`src/rtl/priority_request_scheduler_if.sv`:
```
// ---------------------------------------------------------------------------
// priority_request_scheduler_if
//
// Purpose: groups the request, encoder, and grant signals of the
// priority_request_scheduler into one bundle.
//
// Signals (directions as seen from the scheduler, modport "slave"):
//   req_set  in   WIDTH  one-cycle request pulses, bit i sets pending bit i
//   pnd      out  WIDTH  registered pending vector, feeds encoder dec_vld
//   enc_idx  in   IW     encoder index result
//   enc_vld  in   1      encoder valid result
//   gnt_vld  out  1      grant valid
//   gnt_idx  out  IW     granted index, stable while gnt_vld=1
//   gnt_rdy  in   1      consumer accepts the grant
//   busy     out  1      scheduler FSM is not IDLE
//
// Grant handshake: a transfer happens on a rising clk edge where
// gnt_vld=1 and gnt_rdy=1. Once gnt_vld rises it stays high, with gnt_idx
// unchanged, until that transfer (or reset). gnt_rdy may be driven
// independently of gnt_vld.
//
// Modport "master" is the environment side (request source, encoder,
// grant consumer).
// ---------------------------------------------------------------------------
interface priority_request_scheduler_if #(
    parameter int WIDTH = 32,
    parameter int IW    = $clog2(WIDTH)
);
    logic [WIDTH-1:0] req_set;
    logic [WIDTH-1:0] pnd;
    logic [IW-1:0]    enc_idx;
    logic             enc_vld;
    logic             gnt_vld;
    logic [IW-1:0]    gnt_idx;
    logic             gnt_rdy;
    logic             busy;

    modport slave (
        input  req_set,
        input  enc_idx,
        input  enc_vld,
        input  gnt_rdy,
        output pnd,
        output gnt_vld,
        output gnt_idx,
        output busy
    );

    modport master (
        output req_set,
        output enc_idx,
        output enc_vld,
        output gnt_rdy,
        input  pnd,
        input  gnt_vld,
        input  gnt_idx,
        input  busy
    );
endinterface

```
`src/rtl/priority_request_scheduler.sv`:
```
// ---------------------------------------------------------------------------
// priority_request_scheduler
//
// Purpose: upstream stage of the registered priority encoder wrapper.
// Request pulses are accumulated into a pending vector that is driven onto
// the encoder input. After a fixed wait for the encoder result, one grant
// is issued on a valid/ready handshake and the granted pending bit is
// cleared, so every request is serviced exactly once.
//
// Parameters:
//   WIDTH    number of request lines (must match the encoder)
//   LATENCY  cycles from pnd to a valid encoder result, 0..15
//            (0 = combinational encoder)
//   IW       index width, derived from WIDTH
//
// Ports:
//   clk          in   clock
//   rst          in   asynchronous active-low reset
//   bus          slave modport of priority_request_scheduler_if
//   dbg_state_o  out  current FSM state (0=IDLE, 1=WAIT, 2=GRANT)
//
// Grant handshake: transfer on a rising clk edge with gnt_vld=1 and
// gnt_rdy=1. gnt_vld only falls on that transfer or on reset; gnt_idx is
// held constant while gnt_vld=1.
//
// All outputs come straight from registers; no input reaches an output
// combinationally.
// ---------------------------------------------------------------------------
module priority_request_scheduler #(
    parameter int WIDTH   = 32,
    parameter int LATENCY = 2,
    parameter int IW      = $clog2(WIDTH)
) (
    input  logic                              clk,
    input  logic                              rst,
    priority_request_scheduler_if.slave       bus,
    output logic [1:0]                        dbg_state_o
);

    typedef enum logic [1:0] {
        ST_IDLE  = 2'd0,
        ST_WAIT  = 2'd1,
        ST_GRANT = 2'd2
    } state_e;

    // Wait counter load value. The IDLE->WAIT edge already accounts for one
    // cycle of encoder latency, so WAIT runs LATENCY-1 extra cycles.
    localparam logic [3:0] CNT_LOAD = (LATENCY > 0) ? 4'(LATENCY - 1) : 4'd0;

    state_e           state_q, state_d;
    logic [3:0]       cnt_q, cnt_d;
    logic [WIDTH-1:0] pnd_q, pnd_d;
    logic             gnt_vld_q, gnt_vld_d;
    logic [IW-1:0]    gnt_idx_q, gnt_idx_d;

    logic             handshake;
    logic [WIDTH-1:0] clr;
    logic             sample_enc;

    // -----------------------------------------------------------------------
    // Pending vector
    // -----------------------------------------------------------------------
    assign handshake = gnt_vld_q & bus.gnt_rdy;

    // One-hot clear of the granted bit, only on the transfer cycle.
    assign clr = handshake ? (WIDTH'(1) << gnt_idx_q) : '0;

    // The set term is ORed in last so a new pulse on the bit being cleared
    // survives: that request is granted again in a later transaction.
    assign pnd_d = (pnd_q & ~clr) | bus.req_set;

    // -----------------------------------------------------------------------
    // FSM next-state and grant register logic
    // -----------------------------------------------------------------------
    always_comb begin
        state_d    = state_q;
        cnt_d      = cnt_q;
        gnt_vld_d  = gnt_vld_q;
        gnt_idx_d  = gnt_idx_q;
        sample_enc = 1'b0;

        case (state_q)
            ST_IDLE: begin
                if (pnd_q != '0) begin
                    if (LATENCY == 0) begin
                        // Combinational encoder: its result already reflects
                        // pnd_q, so act as the end of WAIT right away.
                        sample_enc = 1'b1;
                    end else begin
                        state_d = ST_WAIT;
                        cnt_d   = CNT_LOAD;
                    end
                end
            end

            ST_WAIT: begin
                if (cnt_q != 4'd0) begin
                    cnt_d = cnt_q - 4'd1;
                end else begin
                    sample_enc = 1'b1;
                end
            end

            ST_GRANT: begin
                if (bus.gnt_rdy) begin
                    gnt_vld_d = 1'b0;
                    state_d   = ST_IDLE;
                end
            end

            default: begin
                state_d   = ST_IDLE;
                cnt_d     = 4'd0;
                gnt_vld_d = 1'b0;
            end
        endcase

        // End of the encoder wait. The sampled index reflects pnd as it was
        // when the wait began; bits set since then are left for the next
        // transaction. The winning bit is still pending because clears
        // only happen in GRANT.
        if (sample_enc) begin
            if (bus.enc_vld) begin
                state_d   = ST_GRANT;
                gnt_vld_d = 1'b1;
                gnt_idx_d = bus.enc_idx;
            end else begin
                // Nothing to grant (pending drained); go back to IDLE.
                state_d   = ST_IDLE;
            end
        end
    end

    // -----------------------------------------------------------------------
    // State registers
    // -----------------------------------------------------------------------
    always_ff @(posedge clk or negedge rst) begin
        if (!rst) begin
            state_q   <= ST_IDLE;
            cnt_q     <= 4'd0;
            pnd_q     <= '0;
            gnt_vld_q <= 1'b0;
            gnt_idx_q <= '0;
        end else begin
            state_q   <= state_d;
            cnt_q     <= cnt_d;
            pnd_q     <= pnd_d;
            gnt_vld_q <= gnt_vld_d;
            gnt_idx_q <= gnt_idx_d;
        end
    end

    // -----------------------------------------------------------------------
    // Outputs (all register-driven)
    // -----------------------------------------------------------------------
    assign bus.pnd     = pnd_q;
    assign bus.gnt_vld = gnt_vld_q;
    assign bus.gnt_idx = gnt_idx_q;
    assign bus.busy    = (state_q != ST_IDLE);
    assign dbg_state_o = state_q;

endmodule

```
`src/flat_wrapper.sv`:
```
// flat-port wrapper written by rule: the top's interface ports become plain ports
module priority_request_scheduler_flat 
#(
    parameter int WIDTH   = 32,
    parameter int LATENCY = 2,
    parameter int IW      = $clog2(WIDTH)
)
  (clk, rst, dbg_state_o, bus_req_set, bus_enc_idx, bus_enc_vld, bus_gnt_rdy, bus_pnd, bus_gnt_vld, bus_gnt_idx, bus_busy);
  priority_request_scheduler_if #(.WIDTH(WIDTH), .IW(IW)) bus_i ();
  input  logic clk;
  input  logic rst;
  output logic [1:0] dbg_state_o;
  input wire logic [$bits(bus_i.req_set)-1:0] bus_req_set;
  input wire logic [$bits(bus_i.enc_idx)-1:0] bus_enc_idx;
  input wire logic [$bits(bus_i.enc_vld)-1:0] bus_enc_vld;
  input wire logic [$bits(bus_i.gnt_rdy)-1:0] bus_gnt_rdy;
  output wire logic [$bits(bus_i.pnd)-1:0] bus_pnd;
  output wire logic [$bits(bus_i.gnt_vld)-1:0] bus_gnt_vld;
  output wire logic [$bits(bus_i.gnt_idx)-1:0] bus_gnt_idx;
  output wire logic [$bits(bus_i.busy)-1:0] bus_busy;
  assign bus_i.req_set = bus_req_set;
  assign bus_i.enc_idx = bus_enc_idx;
  assign bus_i.enc_vld = bus_enc_vld;
  assign bus_i.gnt_rdy = bus_gnt_rdy;
  assign bus_pnd = bus_i.pnd;
  assign bus_gnt_vld = bus_i.gnt_vld;
  assign bus_gnt_idx = bus_i.gnt_idx;
  assign bus_busy = bus_i.busy;
  priority_request_scheduler #(.WIDTH(WIDTH), .LATENCY(LATENCY), .IW(IW)) u_core (.clk(clk), .rst(rst), .bus(bus_i), .dbg_state_o(dbg_state_o));
endmodule
```
`config.mk`:
```
export PLATFORM = sky130hd
export DESIGN_NAME = priority_request_scheduler_flat
export DESIGN_NICKNAME = d
export VERILOG_FILES = /design/src/rtl/priority_request_scheduler_if.sv /design/src/rtl/priority_request_scheduler.sv /design/src/flat_wrapper.sv
export SDC_FILE = /design/constraint.sdc
export NUM_CORES = 1
export LEC_CHECK = 0
export ABC_AREA = 1
export BUFFER_PORTS_ARGS = -buffer_cell sky130_fd_sc_hd__clkbuf_2
export CAP_MARGIN = 20
export CORE_MARGIN = 2
export CORE_UTILIZATION = 52
export DETAILED_ROUTE_END_ITERATION = 16
export PLACE_DENSITY_LB_ADDON = 0.15
export SYNTH_ARGS = -nofsm -noshare
export SYNTH_HDL_FRONTEND = slang
export SYNTH_SLANG_ARGS = --single-unit
```
`constraint.sdc`:
```
create_clock -name clk -period 2.97 [get_ports clk]
set_input_delay 0.594 -clock clk [delete_from_list [all_inputs] [get_ports clk]]
set_output_delay 0.594 -clock clk [all_outputs]
set_load 0.01 [all_outputs]
```
# Word level (Yosys, flattened, before mapping)
# Index checks and enable logic that the tools add are counted.
[totals]
reg_bits = 44
out_inout_bits = 41
wordCells = 42
[op_classes]
add_sub_neg = 1
n_eq_ne = 7
n_shift = 1
muxes = 15
bitwise = 5
n_reduce_logical = 8
[ops]
columns = ["cell", "n"]
rows = [
  ["$and A32 B32 Y32", 1],
  ["$mux W32", 1],
  ["$not A32 Y32", 1],
  ["$or A32 B32 Y32", 1],
  ["$reduce_bool A32 Y1", 1],
  ["$shl A1 B5 Y32 const A", 1],
  ["$pmux W4 S3", 1],
  ["$mux W2", 4],
  ["$mux W4", 2],
  ["$ne A2 B1 Y1 const B", 3],
  ["$pmux W2 S3", 1],
  ["$reduce_and A3 Y1", 2],
  ["$mux W1", 5],
  ["$reduce_bool A4 Y1", 1],
  ["$sub A4 B1 Y4 const B", 1],
  ["$ne A3 B1 Y1 const B", 1],
  ["$ne A3 B2 Y1 const B", 1],
  ["$eq A2 B1 Y1 const B", 1],
  ["$eq A2 B2 Y1 const B", 1],
  ["$logic_not A2 Y1", 1],
  ["$pmux W1 S2", 1],
  ["$reduce_and A2 Y1", 1],
  ["$reduce_bool A2 Y1", 1],
  ["$reduce_or A2 Y1", 1],
  ["2 further kinds", 2],
]

# Logic depth before layout (Yosys ltp)
# Gate-level depths: netlist (run 1).
[logic_depth]
ltp_word = 5
ltp_mapped = 9
depth_no_buf = 9

# Worst setup path after synthesis (run 1)
# No wires, ideal clock.
[synth_timing]
path_kind = "register -> output"
start = "register u_core.state_q[0] (netlist: u_core.dbg_state_o[0])"
end = "output bus_busy"
arrival_ns = 0.749
slack_ns = 1.627
path_stages_with_launch = 3
cell_sequence = "dfrtp_1 > nor2_1 > inv_1"
[synth_via]
elab_chain_len = 1
[synth_lines]
columns = ["element", "line", "source"]
rows = [
  ["start, declared", "priority_request_scheduler.sv:50", "state_e state_q, state_d;"],
  ["start signal, assigned", "priority_request_scheduler.sv:145", "state_q <= state_d;"],
  ["$reduce_bool A2 Y1", "priority_request_scheduler.sv:159", "assign bus.busy = (state_q != ST_IDLE);"],
  ["end, declared", "flat_wrapper.sv:20", "output wire logic [$bits(bus_i.busy)-1:0] bus_busy;"],
]
# No other way between the ends.

# Worst setup path after layout (run 1)
# Same ends and word-level chain as after synthesis.

==> results.json, run 1 <==
{
  "via_per_inst": 5.003,
  "utilization": 0.6757,
  "yosysWarnings": 0,
  "ir_worst_vdd_mv": 0.6349,
  "r2r-start": "u_core.bus.gnt_idx[1]",
  "cts_buffers": 5,
  "dr.first_iter.drc_count": 164,
  "avgSynthCellArea_sq_um": 8.358,
  "cp-end-kind": "output port",
  "cts_tree": "built",
  "path_clk_slew_ns": 0.08,
  "root_buffer": "clkbuf_8",
  "slowest_stage": "dfrtp_1",
  "port_buffers": 81,
  "antenna_cells": 0,
  "startpoint_type": "register",
  "seqCellArea_sq_um": 1101,
  "track_usage": 0.2285,
  "die_h_microns": 67.39,
  "slowest_delay_ns": 0.49,
  "dp.final_hpwl_microns": 3717,
  "multi_input_area_sq_um": 803.3,
  "gp_congestion": 0.8068,
  "cts_buffer_depth": 2,
  "grt_first_pass_wirelength_microns": 7783,
  "finalCriticalPeriod_ns": 1.798,
  "initial_utilization": 0.5300,
  "finalCritPeriodShare": 0.6055,
  "synth_area_leader_cell": "dfrtp_1",
  "nNetsFinal": 377,
  "cap_viol_max_count": 0,
  "worstPathArrival_ns": 1.20,
  "post_cts_buffers": 0,
  "syn-num-nets": 293,
  "cp_max_fo": 8,
  "cts_num_sinks": 44,
  "rsz0062_at_grt": "false",
  "drive_gt1_frac": 0.2866,
  "cts_max_level": 2,
  "cp_cell_sequence": "nor2_1, inv_1, clkbuf_2",
  "setup-tns-final_ns": 0,
  "die-area_sq_um": 4541,
  "hold_violations": 0,
  "core_area_sq_um": 3943,
  "fmax_mhz": 556.0,
  "slew_viol_final": 0,
  "syn2layout_area_growth_pct": 27.48,
  "die_w_microns": 67.39,
  "drc": 0,
  "rows": 23,
  "path_class": "reg2out",
  "cp_data_required_time_ns": 2.38,
  "synth-seq-cells": 44,
  "insertion_delay_ns": 0.29,
  "outcome": "completed",
  "cellPowerDensity_nw_per_um2": 709.8,
  "finClkSkew_ns": 0.002378,
  "pin_count": 82,
  "slew_headroom": 0.5723,
  "power_leakage_nw": 1.417,
  "yosys-top-cells-area": "dfrtp_1, nand2_1, nor2_1, inv_1, o21bai_1",
  "final_common_cell": "clkbuf_2",
  "final_cell_mix": "clkbuf_2, dfrtp_1, nor2_1, nand2_1, inv_1",
  "place_area_sq_um": 2537,
  "wl_per_cell_microns": 12.66,
  "final_antenna_net_count": 0,
  "drtPass1Iterations": 4,
  "rr_worst_depth": 5,
  "drt-total-wl_microns": 4875,
  "synth-seq-area-share": 0.5269,
  "grt_max_degree": 45,
  "tightest_slew_ns": 0.6398,
  "cts_hold_buf": 0,
  "vias": 1926,
  "hold_class": "in2async",
  "crit_start": "u_core.dbg_state_o[0]",
  "syn-cell-area_sq_um": 2090,
  "fillCellCount": 336,
  "final_area_sq_um": 2664,
  "synth_top_area_share": 0.5269,
  "antenna_found_initial": 0,
  "grt_pass1_vias": 1790,
  "grt_overflow": 0,
  "setup_viol": 0,
  "synth_cells": 250,
  "synth_cell_types": 24,
  "cts_resized": 0
}
-- layout make-up --
type | count | area share
flip-flops and latches | 44 | 0.4133
clock buffers | 7 | 0.03617
well taps | 50 | 0.02349
repair buffers | 82 | 0.1550
clock inverters | 1 | 0.01127
multi-input cells | 159 | 0.3016
inverters | 42 | 0.05918
-- sequential cells by signal, summed over array words and instances (netlist names) --
signal	flops
u_core.dbg_state_o	2
u_core.cnt_q	4
u_core.bus.pnd	32
u_core.bus.gnt_idx	5
u_core.bus.gnt_vld	1
-- through the flow --
step	hold WS, ns	setup WS, ns	power [W]	std cells
finish	0.3649	1.172	0.001891	385
global route	0.4094	1.063	0.002025	385
CTS	0.3931	1.159	0.001899	385
detailed placement	0.4633	1.264	0.001404	377
global placement	0.4568	1.307	0.001390	377
floorplan	0.2984	1.627	0.001203	250
-- worst max-delay path: cells and delay by family, from the launching register on --
kind | cells | cell delay [ns]
buf+inv | 2 | 0.18
simple gates | 1 | 0.24
flops | 1 | 0.49
-- report_power, final --
group / internal, W / total, W / switching (W)
clock: 0.000297 / 0.000492 / 0.000195
sequential: 0.000686 / 0.000809 / 0.000123
combinational: 0.000214 / 0.000590 / 0.000376
total: 0.00120 / 0.00189 / 0.000694
-- cells by family (layout without fill, tap and decap cells) --
group | count (synthesis) | in the layout | synth area share
AOI/OAI and AO/OA | 40 | 40 | 0.1198
xor gates and xnor gates | 1 | 1 | 0.004192
adders and majority gates | 2 | 2 | 0.01197
buffers and inverters | 47 | 132 | 0.08862
DFF | 44 | 44 | 0.5269
and+or+nand+nor | 116 | 116 | 0.2485
-- cell usage after synthesis, drive strengths merged --
cell	n
or2	1
nand4	12
clkbuf	3
nand3	11
nor2	42
o21bai	19
buf	2
xor2	1
nand3b	1
nor3	4
ha	2
o21ai	14
inv	39
dfrtp	44
a21oi	6
clkinv	3
nand2	45
o31ai	1
-- worst paths after layout --
check / endpoint / slack, ns
max in group asynchronous: u_core.bus.pnd[14] / 2.21
min in group clk: u_core.cnt_q[2] / 0.48
worst min register to register: u_core.cnt_q[2] / 0.48
worst min-delay path: u_core.bus.pnd[22] / 0.36
worst max-delay path: bus_busy / 1.17
worst max register to register: u_core.bus.pnd[2] / 1.40
-- per-layer routing --
| metal | track usage | routed length [microns] | vias up |
|---|---|---|---|
| li1 | - | - | 957 |
| met1 | 0.3073 | 2128 | 880 |
| met5 | 0 | 0 | - |
| met3 | 0.04333 | 339 | 10 |
| met4 | 0.07143 | 78 | 0 |
| met2 | 0.3750 | 2328 | 79 |
Power figures use the tool's default switching activity.
==> inputs of run 2 (changes only) <==
--- a/config.mk
+++ b/config.mk
@@ -9,7 +9,7 @@
 export BUFFER_PORTS_ARGS = -buffer_cell sky130_fd_sc_hd__clkbuf_2
 export CAP_MARGIN = 20
 export CORE_MARGIN = 2
-export CORE_UTILIZATION = 52
+export CORE_UTILIZATION = 48
 export DETAILED_ROUTE_END_ITERATION = 16
 export PLACE_DENSITY_LB_ADDON = 0.15
 export SYNTH_ARGS = -nofsm -noshare
==> constraint.sdc (replaced) <==
create_clock -name clk -period 1.7 [get_ports clk]
set_input_delay 0.34 -clock clk [delete_from_list [all_inputs] [get_ports clk]]
set_output_delay 0.34 -clock clk [all_outputs]
set_load 0.01 [all_outputs]
==> run 2 against run 1 <==
  * Non-clock buffer count is 2 higher
  * Critical path type unchanged
  * Largest power group unchanged
  * Hold slack worse by 0.35 ns
  * Sequential cell count stayed put
  * Critical endpoint unchanged
  * Total power is 67% higher
==> results.json, run 2 (synthesis gave the netlist of run 1 again) <==
{
  "outcome": "completed",
  "hold_violations": 0,
  "final_antenna_net_count": 0,
  "drive_gt1_frac": 0.2849,
  "cts_max_level": 2,
  "final_cell_mix": "clkbuf_2, dfrtp_1, nor2_1, nand2_1, inv_1",
  "cellPowerDensity_nw_per_um2": 1187,
  "setup_viol": 0,
  "post-place-ws_ns": 0.1978,
  "antenna_cells": 0,
  "path_clk_slew_ns": 0.08,
  "power_w": 0.003152,
  "crit_start": "u_core.dbg_state_o[0]",
  "seqCellArea_sq_um": 1101,
  "cp_data_required_time_ns": 1.36,
  "cp_top_family": "flip-flops",
  "dr.first_iter.drc_count": 103,
  "drt-total-wl_microns": 5077,
  "gp_congestion": 0.8433,
  "vias": 1907,
  "antenna_found_initial": 0,
  "r2r-start": "u_core.bus.gnt_idx[0]",
  "cts_hold_buf": 0,
  "cp_cell_sequence": "nor2_1, inv_1, clkbuf_2",
  "initial_utilization": 0.5113,
  "setup_ws_ns": 0.1620,
  "tightest_slew_ns": 0.3807,
  "syn2layout_area_growth_pct": 27.07,
  "cts_buffers": 5,
  "rsz0062_at_grt": "false",
  "slowest_delay_ns": 0.49,
  "finClkSkew_ns": 0.005699,
  "grt_overflow": 0,
  "rows": 23,
  "root_buffer": "clkbuf_8",
  "largest_register_ffs": 32,
  "die_w_microns": 69.98,
  "ir_worst_vdd_mv": 0.7774,
  "finalCriticalPeriod_ns": 1.538,
  "power_leakage_nw": 1.412,
  "wl_per_cell_microns": 13.12,
  "finalCritPeriodShare": 0.9047,
  "grt_first_pass_wirelength_microns": 8659,
  "cts_tree": "built",
  "cts_buffer_depth": 2,
  "worst-path-buf-inv": 2,
  "drc": 0,
  "dp_cells": 379,
  "cts_num_sinks": 44,
  "slew_headroom": 0.7453,
  "nNetsFinal": 379,
  "worstPathArrival_ns": 1.20,
  "track_usage": 0.2215,
  "fillCellCount": 382,
  "drtPass1Iterations": 4,
  "fin_cells": 387,
  "setup-tns-final_ns": 0,
  "port_buffers": 81,
  "pin_count": 82,
  "insertion_delay_ns": 0.29,
  "slowest_stage": "dfrtp_1",
  "grt_max_degree": 45,
  "path_class": "reg2out",
  "die-area_sq_um": 4897,
  "grt_pass1_vias": 1840,
  "multi_input_area_sq_um": 803.3,
  "cp_max_fo": 8,
  "dp.final_hpwl_microns": 3887,
  "cts_resized": 0,
  "post_cts_buffers": 0,
  "via_per_inst": 4.928,
  "utilization": 0.6497,
  "core_area_sq_um": 4086,
  "startpoint_type": "register",
  "die_h_microns": 69.98,
  "cap_viol_max_count": 0,
  "fmax_mhz": 650.2,
  "cp-end-kind": "output port",
  "hold_class": "in2async",
  "final_common_cell": "clkbuf_2",
  "slew_viol_final": 0
}
[run 2: worst paths after layout]
kind,end,slack (ns),depth (start not counted)
worst max-delay path,bus_busy,0.16,3
worst min-delay path,u_core.bus.pnd[19],0.01,2
max in group asynchronous,u_core.bus.pnd[27],1.47,2
worst min register to register,u_core.cnt_q[2],0.48,2
min in group clk,u_core.bus.pnd[0],0.22,3
worst max register to register,u_core.bus.pnd[3],0.18,5
[run 2: cell type report]
| cell class | instances | share of cell area |
|---|---|---|
| sequential | 44 | 0.4147 |
| multi-input combinational | 159 | 0.3025 |
| timing repair buffer | 84 | 0.1659 |
| inverter | 42 | 0.05938 |
| clock buffer | 8 | 0.03393 |
| tap | 50 | 0.02356 |
[run 2: where the power goes]
| part | total, W | internal (W) | switching (W) |
|---|---|---|---|
| Clock | 0.000670 | 0.000332 | 0.000338 |
| Combinational | 0.00107 | 0.000393 | 0.000677 |
| Sequential | 0.00141 | 0.00120 | 0.000213 |
| Total | 0.00315 | 0.00192 | 0.00123 |
[run 2: metal layers]
layer	global-route usage	part of all wire	up-vias
met5	0	0	-
met4	0.07479	0.016	0
met3	0.05051	0.056	9
li1	-	-	968
met1	0.3120	0.47	865
met2	0.3376	0.46	65
[run 2: stage by stage]
stage | hold slack, ns | area, sq um
finish | 0.01440 | 2655
global route | 0.02964 | 2655
CTS | 0.02417 | 2655
detailed placement | 0.3409 | 2565
global placement | 0.3411 | 2565
floorplan | 0.04441 | 2090
==> inputs of run 3 (changes only) <==
--- a/config.mk
+++ b/config.mk
@@ -9,7 +9,7 @@
 export BUFFER_PORTS_ARGS = -buffer_cell sky130_fd_sc_hd__clkbuf_2
 export CAP_MARGIN = 20
 export CORE_MARGIN = 2
-export CORE_UTILIZATION = 48
+export CORE_UTILIZATION = 52
 export DETAILED_ROUTE_END_ITERATION = 16
 export PLACE_DENSITY_LB_ADDON = 0.15
 export SYNTH_ARGS = -nofsm -noshare
==> constraint.sdc (replaced) <==
create_clock -name clk -period 1.9 [get_ports clk]
set_input_delay 0.38 -clock clk [delete_from_list [all_inputs] [get_ports clk]]
set_output_delay 0.38 -clock clk [all_outputs]
set_load 0.01 [all_outputs]
==> run 3 against run 2 <==
  * Non-clock buffer count grew 1
  * Cell area shrank 0.19%
  * Clock power shrank 12%
  * Global-route usage grew 0.27 points
  * Worst setup slack gained 0.16 ns
  * Wire length shrank 7.2%
  * Cell count grew 0.26%
  * Register-to-register slack gained 0.14 ns
  * Largest power group unchanged
  * Highest routed layer unchanged
==> results.json, run 3 (synthesis gave the netlist of run 1 again) <==
{
  "outcome": "completed",
  "wl_per_cell_microns": 12.14,
  "path_clk_slew_ns": 0.07,
  "path_class": "reg2reg",
  "cellPowerDensity_nw_per_um2": 1049,
  "grt_overflow": 0,
  "final_common_cell": "clkbuf_2",
  "power_leakage_nw": 1.412,
  "final_antenna_net_count": 0,
  "crit_top_cell": "nand2_1",
  "final_cell_mix": "clkbuf_2, dfrtp_1, nor2_1, nand2_1, inv_1",
  "grt_pass1_vias": 1678,
  "via_per_inst": 4.936,
  "dr.first_iter.drc_count": 133,
  "setup-tns-final_ns": 0,
  "cts_resized": 0,
  "antenna_found_initial": 0,
  "rows": 23,
  "drtPass1Iterations": 4,
  "rsz0062_at_grt": "false",
  "cts_buffer_depth": 2,
  "ir_worst_vdd_mv": 0.7141,
  "utilization": 0.6722,
  "track_usage": 0.2242,
  "hold_violations": 0,
  "worstPathArrival_ns": 1.76,
  "cts_max_level": 2,
  "drive_gt1_frac": 0.2870,
  "die_w_microns": 67.39,
  "largest_register_ffs": 32,
  "fillCellCount": 354,
  "power_w": 0.002779,
  "cap_viol_max_count": 0,
  "grt_first_pass_wirelength_microns": 7493,
  "drc": 0,
  "startpoint_type": "register",
  "die_h_microns": 67.39,
  "gp_congestion": 0.8464,
  "nNetsFinal": 380,
  "cp_top_family": "simple AND/OR/NAND/NOR gates",
  "slew_headroom": 0.6447,
  "cts_tree": "built",
  "setup_viol": 0,
  "slew_viol_final": 0,
  "port_buffers": 81,
  "cts_num_sinks": 44,
  "core_area_sq_um": 3943,
  "root_buffer": "clkbuf_8",
  "fmax_mhz": 632.3,
  "cp_cell_sequence": "clkinv_1, nor3_1, nand2_1, o21ai_0, nand2_1",
  "worst-path-buf-inv": 1,
  "cp-end-kind": "register",
  "hold_class": "in2async",
  "pin_count": 82,
  "die-area_sq_um": 4541,
  "grt_max_degree": 23,
  "slowest_delay_ns": 0.48,
  "slowest_stage": "dfrtp_1",
  "finalCriticalPeriod_ns": 1.582,
  "cp_max_fo": 9,
  "cp_data_required_time_ns": 2.07,
  "initial_utilization": 0.5300,
  "syn2layout_area_growth_pct": 26.83,
  "finClkSkew_ns": 0.002563,
  "drt-total-wl_microns": 4709,
  "dp.final_hpwl_microns": 3789,
  "finalCritPeriodShare": 0.8324,
  "vias": 1915,
  "antenna_cells": 0,
  "insertion_delay_ns": 0.29,
  "cts_buffers": 5,
  "cts_hold_buf": 0,
  "tightest_slew_ns": 0.5329,
  "post_cts_buffers": 0
}
run 3: stage by stage:
stage | hold WS (ns) | setup slack [ns] | cell area, sq um | std cells
floorplan | 0.08441 | 0.6033 | 2090 | 250
global placement | 0.3887 | 0.4095 | 2560 | 380
detailed placement | 0.3808 | 0.3711 | 2560 | 380
CTS | 0.06114 | 0.3152 | 2650 | 388
global route | 0.07572 | 0.2021 | 2650 | 388
finish | 0.05378 | 0.3185 | 2650 | 388
run 3: area by class of cell:
type	instances	area, sq um	area share
clock buffer	8	90.09	0.03399
inverter	42	157.7	0.05949
multi-input combinational	159	803.3	0.3031
sequential	44	1101	0.4155
tap	50	62.56	0.02361
timing repair buffer	85	435.4	0.1643
run 3: final timing paths:
path / startpoint / end / slack [ns] / cells past startpoint
max: u_core.bus.gnt_idx[1] / u_core.bus.pnd[2] / 0.32 / 5
min: rst / u_core.bus.pnd[6] / 0.05 / 1
max reg2reg: u_core.bus.gnt_idx[1] / u_core.bus.pnd[2] / 0.32 / 5
min reg2reg: u_core.cnt_q[1] / u_core.cnt_q[1] / 0.48 / 2
max in group asynchronous: rst / u_core.bus.pnd[2] / 1.26 / 2
min in group clk: bus_req_set[0] / u_core.bus.pnd[0] / 0.27 / 3
run 3: worst reg2reg max path, cell delays in order, from the launching register on:
cell and delay [ns]:
dfrtp_1 0.48, clkinv_1 0.29, nor3_1 0.32, nand2_1 0.11, o21ai_0 0.19, nand2_1 0.07
run 3: where the power goes:
group	internal, W	switching [W]
Clock	0.000296	0.000291
Combinational	0.000349	0.000579
Sequential	0.00107	0.000192
run 3: per-layer routing:
metal	routed length (microns)	share of wire	up-vias	track usage
li1	-	-	970	-
met1	2149	0.46	870	0.3073
met2	2161	0.46	71	0.3441
met3	335	0.071	4	0.05500
met4	63	0.013	0	0.08673
met5	0	0	-	0
